===== config.mk =====
export PLATFORM = sky130hd
export DESIGN_NAME = sync_fifo_flags
export DESIGN_NICKNAME = d
export VERILOG_FILES = /design/src/rtl/sync_fifo_flags.sv
export SDC_FILE = /design/constraint.sdc
export NUM_CORES = 1
export LEC_CHECK = 0
export CAP_MARGIN = 20
export CORE_ASPECT_RATIO = 1.1
export CORE_MARGIN = 2
export CORE_UTILIZATION = 59
export DETAILED_ROUTE_END_ITERATION = 16
export PLACE_DENSITY = 0.84
export SYNTH_ARGS = -nofsm -noshare
export SYNTH_HDL_FRONTEND = slang
export SYNTH_SLANG_ARGS = --single-unit

===== constraint.sdc =====
create_clock -name clk -period 3.8 [get_ports clk]
set_input_delay 1.14 -clock clk [delete_from_list [all_inputs] [get_ports clk]]
set_output_delay 1.14 -clock clk [all_outputs]
set_load 0.02 [all_outputs]

===== src/rtl/sync_fifo_flags.sv =====
// Synchronous FIFO with occupancy count, full/empty/almost flags and overflow/underflow pulses.
// Latency: standard mode, data_out is valid the cycle after an accepted read; FWFT mode, a word
//          written into an empty FIFO is on data_out the cycle after its write edge.
// Backpressure: a write while full is dropped (overflow pulses); a read while empty is dropped
//               (underflow pulses); nothing stalls.
//
// Ports:
//   clk, rst        single clock, asynchronous active-low reset
//   wr_en, data_in  write request and data
//   rd_en           read request (FWFT: acknowledge of the head word)
//   data_out        read data (registered in standard mode, head word in FWFT mode)
//   full, empty, almost_full, almost_empty   decoded from the count register
//   count           stored words, 0..DEPTH
//   overflow, underflow   one-cycle pulses for rejected write / read
module sync_fifo_flags #(
  parameter int WIDTH    = 8,
  parameter int DEPTH    = 16,
  parameter int AF_LEVEL = DEPTH - 2,
  parameter int AE_LEVEL = 2,
  parameter int FWFT     = 0
) (
  input  logic                     clk,
  input  logic                     rst,
  input  logic                     wr_en,
  input  logic                     rd_en,
  input  logic [WIDTH-1:0]         data_in,
  output logic [WIDTH-1:0]         data_out,
  output logic                     full,
  output logic                     empty,
  output logic                     almost_full,
  output logic                     almost_empty,
  output logic [$clog2(DEPTH):0]   count,
  output logic                     overflow,
  output logic                     underflow
);

  localparam int AW = $clog2(DEPTH);
  localparam int CW = AW + 1;

  // Thresholds widened once to the count width; CW bits hold DEPTH itself.
  localparam logic [CW-1:0] DEPTH_C = CW'(DEPTH);
  localparam logic [CW-1:0] AF_C    = CW'(AF_LEVEL);
  localparam logic [CW-1:0] AE_C    = CW'(AE_LEVEL);

  logic [WIDTH-1:0] mem [DEPTH];
  logic [AW-1:0]    wr_ptr;
  logic [AW-1:0]    rd_ptr;
  logic             wr_acc;
  logic             rd_acc;

  // Flags depend only on the count register, so there is no combinational
  // path from the request inputs to any flag.
  assign full         = (count == DEPTH_C);
  assign empty        = (count == '0);
  assign almost_full  = (count >= AF_C);
  assign almost_empty = (count <= AE_C);

  // Acceptance is judged against the occupancy before the edge. This alone
  // gives the simultaneous cases: when full only the read goes through,
  // when empty only the write goes through, otherwise both.
  assign wr_acc = wr_en & ~full;
  assign rd_acc = rd_en & ~empty;

  // Pointers are exactly AW bits; DEPTH is a power of two, so the natural
  // binary rollover is the wrap from DEPTH-1 to 0.
  always_ff @(posedge clk or negedge rst) begin
    if (!rst) begin
      wr_ptr    <= '0;
      rd_ptr    <= '0;
      count     <= '0;
      overflow  <= 1'b0;
      underflow <= 1'b0;
    end else begin
      if (wr_acc) begin
        wr_ptr <= wr_ptr + AW'(1);
      end
      if (rd_acc) begin
        rd_ptr <= rd_ptr + AW'(1);
      end
      case ({wr_acc, rd_acc})
        2'b10:   count <= count + CW'(1);
        2'b01:   count <= count - CW'(1);
        default: count <= count;
      endcase
      overflow  <= wr_en & full;
      underflow <= rd_en & empty;
    end
  end

  // Storage carries no reset: stale words are unreachable once the pointers
  // and count are cleared.
  always_ff @(posedge clk) begin
    if (wr_acc) begin
      mem[wr_ptr] <= data_in;
    end
  end

  generate
    if (FWFT == 0) begin : g_std
      // Output register loads the head word on an accepted read and holds
      // across idle cycles and rejected reads.
      always_ff @(posedge clk or negedge rst) begin
        if (!rst) begin
          data_out <= '0;
        end else if (rd_acc) begin
          data_out <= mem[rd_ptr];
        end
      end
    end else begin : g_fwft
      // The head word is always presented. A write into an empty FIFO lands
      // at rd_ptr, so it shows up right after its write edge with no extra
      // staging; the value while empty is meaningless.
      assign data_out = mem[rd_ptr];
    end
  endgenerate

endmodule


==> run metrics <==
Worst-path clk slew 60 ps; routed vias/inst 6.094; fin nets 407; drt initial violations 289; Final Cycle Share 0.8968; CTS root buffer clkbuf_16; Port Buffers 30; IO Pins 31; H-tree lvl count 4; Via Count 3297; Clk Latency, worst-skew pair 410 ps; Unique masters post-synth 43; largest net degree at the start of global routing 28; Post-Route Setup TNS 0 ps; FF-to-FF path depth 10; TritonCTS Buffers 17; CTS resizes 0; number of flops mapped to enable cells by yosys 128; chip height 111.4 um; kind of critical path reg -> reg; post-DP HPWL 7597 um; Leak 0.002549 uW; vias in the first global route 3442; 1st-pass router iterations 4; Setup Viol. Count Final 0; Die ar. 11310 um^2; Routed wire per std cell 23.13 um; Post-DRT Antenna Nets 0; post-synthesis sequential area ratio 0.7150; critical path arrival 3690 ps; CORE AREA 10300 um^2; CTS tree yes; global-route wire length before repair 19550 um; Setup Buffers After CTS 0; status finished clean; fmax 0.2934 GHz; PwrDens 763.4 nW/um^2; VDD IR max 0.3871 mV; Mapped Cells 332; most frequent cells in the layout edfxtp_1, mux4_2, clkdlybuf4s50_1; worst hold stages 2; Starting Density 0.6003; gpl congestion 0.8092; Yosys top cell area share 0.6219; ys async rst share 0.1523; met1 Use GR 0.3252; most used cell, CP ha_1; commonest non-fill, non-tap cell in the layout edfxtp_1; Overflow after GRT 0; Worst Max-Slew Pin Slew 1134 ps; Worst Path Max Fanout 11; worst relative slew slack 0.2442; met3 Usage GRT 0.05210; chip width 101.6 um; Max stage delay on crit path 610 ps; max-slew violations 0; GRT Util Overall 0.2426; post-layout min period 3408 ps; total wire length 12520 um; max cap viols 0; met2 Usage GRT 0.3934; yosys warns 0; # hold bufs at CTS 0; crit path launch type flop; syn nets 353; Fin Hold WS 550.8 ps; top cell type by total area after synthesis edfxtp_1; critical path required time 4080 ps; initial antenna violation count 0; most used routing layer in global routing met2; Post-Syn Area per Cell 18.62 um^2; share of cells above drive strength 1 0.2588; drt drc 0; P&R area growth vs syn 18.16%; RSZ-0062 raised after global routing false; crit end category flop; Sink Count 151; clock skew 7.792 ps; Synth Flop Type edfxtp_1; Final Hold Fails 0; Antenna Cells 0; Yosys reg bits 151; Hold Crit Class reg -> reg; Mapped Area 6181 um^2; synth top area cells edfxtp_1, mux4_2, dfrtp_1; CP Cell Sequence or4_4, o21ai_2, inv_2, ha_1, xor2_1, ha_1, o211a_1, o21ai_0, o41ai_1, nor4b_1; num rows 39; Tot Pwr 5576 uW; Slowest cell on crit path or4_4; final core occ 0.7093; CTS max path bufs 2
[synthesized netlist by cell type, types with 2 or more instances]
cell        n
nor3_1      5
ha_1        9
mux2i_1    16
o221ai_2    8
nand2b_1    3
nand4_1     2
mux4_2     32
buf_2       7
clkbuf_1    8
o21ai_0     4
xor2_1      3
nor2b_1     3
edfxtp_1  128
inv_1       6
nor2_1     18
xnor2_1     6
a21oi_1     3
dfrtp_1    23
nand3_1     2
nand2_1    23
[final timing paths]
check | slack, ps | start | end
setup reg to reg | 390 | count[1]$_DFFE_PN0P_ | count[4]$_DFFE_PN0P_
setup / recovery | 390 | count[1]$_DFFE_PN0P_ | count[4]$_DFFE_PN0P_
max in group asynchronous | 2040 | rst | data_out[6]$_DFFE_PN0P_
min in group asynchronous | 1150 | rst | wr_ptr[2]$_DFFE_PN0P_
hold / removal | 550 | data_out[5]$_DFFE_PN0P_ | data_out[5]$_DFFE_PN0P_
hold reg to reg | 550 | data_out[5]$_DFFE_PN0P_ | data_out[5]$_DFFE_PN0P_
[flip-flops by register name (all words and copies together), names as in the netlist]
name	count
mem	128
rd_ptr	4
data_out	8
count	5
overflow	1
underflow	1
wr_ptr	4
[per-stage QoR]
step	setup WS (ps)	area [um^2]	cells
after floorplan	712.5	6181	332
after global placement	393.2	6736	510
after detailed placement	239.8	6736	510
after CTS	388.0	7303	541
after global routing	165.3	7303	541
final	392.0	7303	541
[power by group]
part,switching [uW],internal [uW]
sequential,360,2050
combinational,748,808
clock,689,919
total,1800,3780
[layer usage]
layer / share of wire / vias to the layer above
met5: 0 / -
met4: 0.021 / 0
met3: 0.061 / 23
met2: 0.53 / 159
met1: 0.39 / 1698
li1: - / 1417
[worst max-delay path: cells and delay by family, from the launching register on]
kind                     cells  cell delay, ps
XOR/XNOR                     1             200
adder cells (fa/ha/maj)      2             560
buffers and inverters        1              80
AND/OR/NAND/NOR              2             960
AO/OA/AOI/OAI                4             990
flip-flops                   1             500
[cell type report]
type,count,area [um^2]
fillers,590,2993
clock buffers,17,425.4
clock inverters,14,141.4
multi-input cells,155,1630
flip-flops and latches,151,4420
repair buffers,54,480.5
well taps,143,178.9
inverters,7,26.28
[cells by family after synthesis]
family,Yosys count,synth area share
AND/OR/NAND/NOR,65,0.05162
buffers and inverters,26,0.02125
AO/OA/AOI/OAI,23,0.03684
flip-flops,151,0.7150
multiplexers,49,0.1443
XOR/XNOR,9,0.01275
adder cells (fa/ha/maj),9,0.01822
(Power assumes the default switching activity.)
